File: src/rtl/serial_compare.sv
// Bit-serial unsigned magnitude comparator, operands arrive MSB first.
// The first differing bit pair decides the result; later pairs are consumed only to finish the count.
module serial_compare #(
    parameter int WIDTH = 4
) (
    input  logic clk,
    input  logic rst_n,
    input  logic start,
    input  logic a_bit,
    input  logic b_bit,
    input  logic bit_valid,
    output logic busy,
    output logic done,
    output logic eq,
    output logic gt,
    output logic lt
);

    localparam int CW = $clog2(WIDTH);
    localparam logic [CW-1:0] LAST = CW'(WIDTH - 1);

    typedef enum logic [1:0] {
        IDLE,
        SHIFT,
        DONE
    } state_t;

    state_t state_q, state_d;
    logic [CW-1:0] cnt_q, cnt_d;
    logic dec_q, dec_d;
    logic igt_q, igt_d;
    logic ilt_q, ilt_d;
    logic busy_q, busy_d;
    logic done_q, done_d;
    logic eq_q, eq_d;
    logic gt_q, gt_d;
    logic lt_q, lt_d;
    logic accept;

    assign accept = start && (state_q == IDLE || state_q == DONE);

    always_comb begin
        state_d = state_q;
        cnt_d   = cnt_q;
        dec_d   = dec_q;
        igt_d   = igt_q;
        ilt_d   = ilt_q;
        eq_d    = eq_q;
        gt_d    = gt_q;
        lt_d    = lt_q;
        unique case (state_q)
            IDLE, DONE: begin
                if (accept) begin
                    state_d = SHIFT;
                    cnt_d   = '0;
                    dec_d   = 1'b0;
                    igt_d   = 1'b0;
                    ilt_d   = 1'b0;
                    eq_d    = 1'b0;
                    gt_d    = 1'b0;
                    lt_d    = 1'b0;
                end else begin
                    state_d = IDLE;
                end
            end
            SHIFT: begin
                // Bit values are only looked at when qualified, so X on a stall is harmless
                if (bit_valid) begin
                    if (!dec_q && (a_bit != b_bit)) begin
                        dec_d = 1'b1;
                        igt_d = a_bit;
                        ilt_d = b_bit;
                    end
                    if (cnt_q == LAST) begin
                        state_d = DONE;
                        cnt_d   = '0;
                        eq_d    = !dec_d;
                        gt_d    = igt_d;
                        lt_d    = ilt_d;
                    end else begin
                        cnt_d = cnt_q + CW'(1);
                    end
                end
            end
            default: state_d = IDLE;
        endcase
        busy_d = (state_d == SHIFT);
        done_d = (state_d == DONE);
    end

    always_ff @(posedge clk or negedge rst_n) begin
        if (!rst_n) begin
            state_q <= IDLE;
            cnt_q   <= '0;
            dec_q   <= 1'b0;
            igt_q   <= 1'b0;
            ilt_q   <= 1'b0;
            busy_q  <= 1'b0;
            done_q  <= 1'b0;
            eq_q    <= 1'b0;
            gt_q    <= 1'b0;
            lt_q    <= 1'b0;
        end else begin
            state_q <= state_d;
            cnt_q   <= cnt_d;
            dec_q   <= dec_d;
            igt_q   <= igt_d;
            ilt_q   <= ilt_d;
            busy_q  <= busy_d;
            done_q  <= done_d;
            eq_q    <= eq_d;
            gt_q    <= gt_d;
            lt_q    <= lt_d;
        end
    end

    assign busy = busy_q;
    assign done = done_q;
    assign eq   = eq_q;
    assign gt   = gt_q;
    assign lt   = lt_q;

endmodule

File: config.mk
export PLATFORM = sky130hd
export DESIGN_NAME = serial_compare
export DESIGN_NICKNAME = d
export VERILOG_FILES = /design/src/rtl/serial_compare.sv
export SDC_FILE = /design/constraint.sdc
export NUM_CORES = 1
export LEC_CHECK = 0
export BUFFER_PORTS_ARGS = -buffer_cell sky130_fd_sc_hd__buf_4
export CORE_AREA = 10 10 47 49
export CTS_CLUSTER_SIZE = 14
export DETAILED_ROUTE_END_ITERATION = 10
export DIE_AREA = 0 0 57 59
export GPL_TIMING_DRIVEN = 0
export PLACE_DENSITY = 0.62
export RECOVER_POWER = 25
export SYNTH_ARGS = -nofsm -noshare
export SYNTH_HDL_FRONTEND = slang
export SYNTH_SLANG_ARGS = --single-unit
File: constraint.sdc
create_clock -name clk -period 1.2 [get_ports clk]
set_clock_uncertainty 0.1 [all_clocks]
set_input_delay 0.12 -clock clk [delete_from_list [all_inputs] [get_ports clk]]
set_output_delay 0.12 -clock clk [all_outputs]
set_load 0.1 [all_outputs]
==> flow_summary_export.csv <==
group,metric,value,unit
synthesis,syn_inst,48,
global_routing,grt_pass1_vias,446,
synthesis,yosys_warnings,0,
clock_network,clockRootBuffer,"clkbuf_4",
synthesis,synth_area_per_cell,11.1,um^2
global_routing,antenna_found_initial,0,
clock_network,clockBufferDepth,2,
final_layout,num-nets-final,76,
synthesis,ys_seq_area_share,56.2,%
place,gp_congestion,0.679,
sta,setup_ws,-0.0185,ns
place,postPlaceCellArea,633,um^2
job,drv_cap,0,
run_status,violations,"negative setup slack",
critical_path,crit_type,"reg -> reg",
critical_path,regToRegStartpoint,"cnt_q[0]",
pwr,ir_drop,1.41,mV
final_layout,register_area,305,um^2
place,place_ws,-0.0428,ns
final_layout,area_delta_synth_final,52.9,%
pwr,pwr_density_cell,2510,nW/um^2
routing,wirelength,1.11,mm
routing,postRouteAntennaNets,0,
final_layout,n_antenna_cell,0,
critical_path,ff2ff_setup_slack,-0.02,ns
clock_network,cts_made_buffers,3,
synthesis,synth_edf_count,0,
routing,dr.first_iter.drc_count,1,
clock_network,cts.htree.levels,1,
synthesis,ys_ff_latch,12,
floorplanning,io_pins,11,
critical_path,cp_max_fo,8,
sta,finalSetupViolations,1,
clock_network,tritoncts,"built",
critical_path,r2r_cells,3,
place,dp_hpwl,758,um
sta,finalCritPeriodShare,102,%
run_status,outcome,"finished with violations",
sta,rsz0062_at_grt,"true",
floorplanning,rows,14,
critical_path,timing.critical_path.arrival,1.29,ns
global_routing,grt_max_degree,13,
sta,relSlewSlack,57.5,%
sta,max_freq,0.821,GHz
hold_path,min-delay-start,"bit_valid",
global_routing,grt_use_total,7.17,%
pwr,leakagePower,0.000380,uW
place,port_buffers,10,
critical_path,worstSetupStartpointType,"register",
final_layout,n_fill_cell,124,
final_layout,drive_gt1_share,52.9,%
clock_network,insertion_delay,0.26,ns
final_layout,multi_input_area,305,um^2
critical_path,crit_required,1.27,ns
synthesis,synth_top_area_share,56.2,%
synthesis,synth_commonest_cells,"dfrtp_1 (12), nand3_1 (7), o31ai_1 (6)",
routing,via_count,437,
hold_path,hold_class,"in -> reg",
routing,drc,0,
clock_network,clkTransAtPathRegs,0.07,ns
sta,fin_crit,1.22,ns
sta,drv_slew,0,
hold_path,hold_depth,2,
routing,post_drt_wl_per_cell,13.2,um
routing,viasPerCell,5.20,
synthesis,ys_types,17,
critical_path,worst_setup_path_end_kind,"register",
critical_path,rr_endpoint,"lt",
global_routing,grt_pass1_wl,1.93,mm
floorplanning,chipHeight,59,um
floorplanning,dieWidth,57,um
global_routing,grt.overflow.total,0,
sta,tightest_slew,0.638,ns
clock_network,numClockSinks,12,
synthesis,synth_area_leaders,"dfrtp_1 (56%), o31ai_1 (8.4%), nand3_1 (6.6%)",
synthesis,yosysTopAreaCell,"dfrtp_1",
floorplanning,die_area,3360,um^2
sta,hold_viol_final,0,
pwr,power,2050,uW
synthesis,synth_async_sr_flop_share,100,%
synthesis,synth_most_common_cell,"dfrtp_1",
hold_path,whs_endpoint,"dec_q",
floorplanning,start_util,38.1,%
synthesis,syn_nets,55,
floorplanning,fp.coreArea,1400,um^2
routing,first_pass_iters,2,
synthesis,synth_area,534,um^2
final_layout,finalInstanceArea,817,um^2
synthesis,ys.flop_type,"dfrtp_1",
## cell usage in the layout, fill, tap and decap left out
cell type	netlist	final
a21oi_2	0	1
a32o_1	1	1
and2_1	1	1
buf_12	0	1
buf_4	1	14
clkbuf_1	0	1
clkbuf_4	0	3
clkbuf_8	0	1
dfrtp_1	12	8
dfrtp_2	0	4
dlygate4sd3_1	0	1
ha_4	0	1
inv_1	3	3
nand2_1	4	4
nand2b_1	2	1
nand2b_4	0	1
nand3_1	7	3
nand3_2	0	4
nand3b_4	0	1
nand4b_4	1	1
nor2_1	2	2
nor2b_1	2	2
o21ai_0	2	2
o31ai_1	6	2
o31ai_2	0	2
o31ai_4	0	2
xor2_1	1	1
## cell families after synthesis
group,Yosys count,synth area share (%)
XOR/XNOR,1,1.64
flip-flops,12,56.2
AND/OR/NAND/NOR,20,23.2
buffers and inverters,4,3.51
adder cells (fa/ha/maj),1,2.34
AO/OA/AOI/OAI,10,13.1
## how the worst max path moves through the flow
stage	startpoint	endpoint	cells after the start
6_report	cnt_q[0]	lt	3
5_1_grt	cnt_q[0]	lt	3
4_1_cts	cnt_q[1]	gt	3
3_5_place_dp	cnt_q[0]	gt	3
3_3_place_gp	cnt_q[0]	gt	3
2_1_floorplan	cnt_q[0]	lt	3
## routing by layer
layer	share of wire (%)	vias to the layer above	routed length, um	track usage (%)
li1	-	212	-	-
met1	42	216	464	7.60
met2	51	7	569	11.2
met3	5.4	2	60	4.08
met4	1.1	0	12	3.69
met5	0	-	0	0
## report_power, final
group / internal, uW / total (uW) / switching (uW) / leakage [uW]
combinational: 407 / 1070 / 659 / 0.000211
clock: 184 / 310 / 126 / 0.0000210
sequential: 554 / 677 / 123 / 0.000148
## final cells by class
type,count,area share (%)
Buffer,1,0.919
Clock buffer,4,4.44
Inverter,3,1.38
Multi-Input combinational cell,32,37.4
Sequential cell,12,37.4
Tap cell,16,2.45
Timing Repair Buffer,16,16.1
## through the flow
| step | std cells | utilization (%) | TNS (ns) | hold WS, ns |
|---|---|---|---|---|
| final | 84 | 58.3 | -0.0185 | 0.0625 |
| after global routing | 84 | 58.3 | -0.254 | 0.0513 |
| after CTS | 81 | 50.8 | 0 | 0.0446 |
| after detailed placement | 74 | 45.2 | -0.110 | -0.130 |
| after global placement | 74 | 45.2 | -0.0730 | -0.131 |
| after floorplan | 48 | - | 0 | -0.276 |
## flip-flops by register name (all words and copies together) (netlist names)
register  count
state_q       2
dec_q         1
gt            1
busy          1
cnt_q         2
ilt_q         1
done          1
igt_q         1
eq            1
lt            1
## worst max-delay path, cell delays in order, from the launching register on
cell      delay (ns)
dfrtp_1         0.40
ha_4            0.17
nand4b_4        0.19
o31ai_2         0.26
## repair_timing
item                       in CTS  in global routing
hold endpoints to repair       12                  0
gates cloned                    0                  0
resized for setup               3                 13
setup buffers                   2                  3
hold buffers                    1                  0
pin swaps                       1                  7
setup endpoints to repair       3                  8
(Power assumes the default switching activity.)
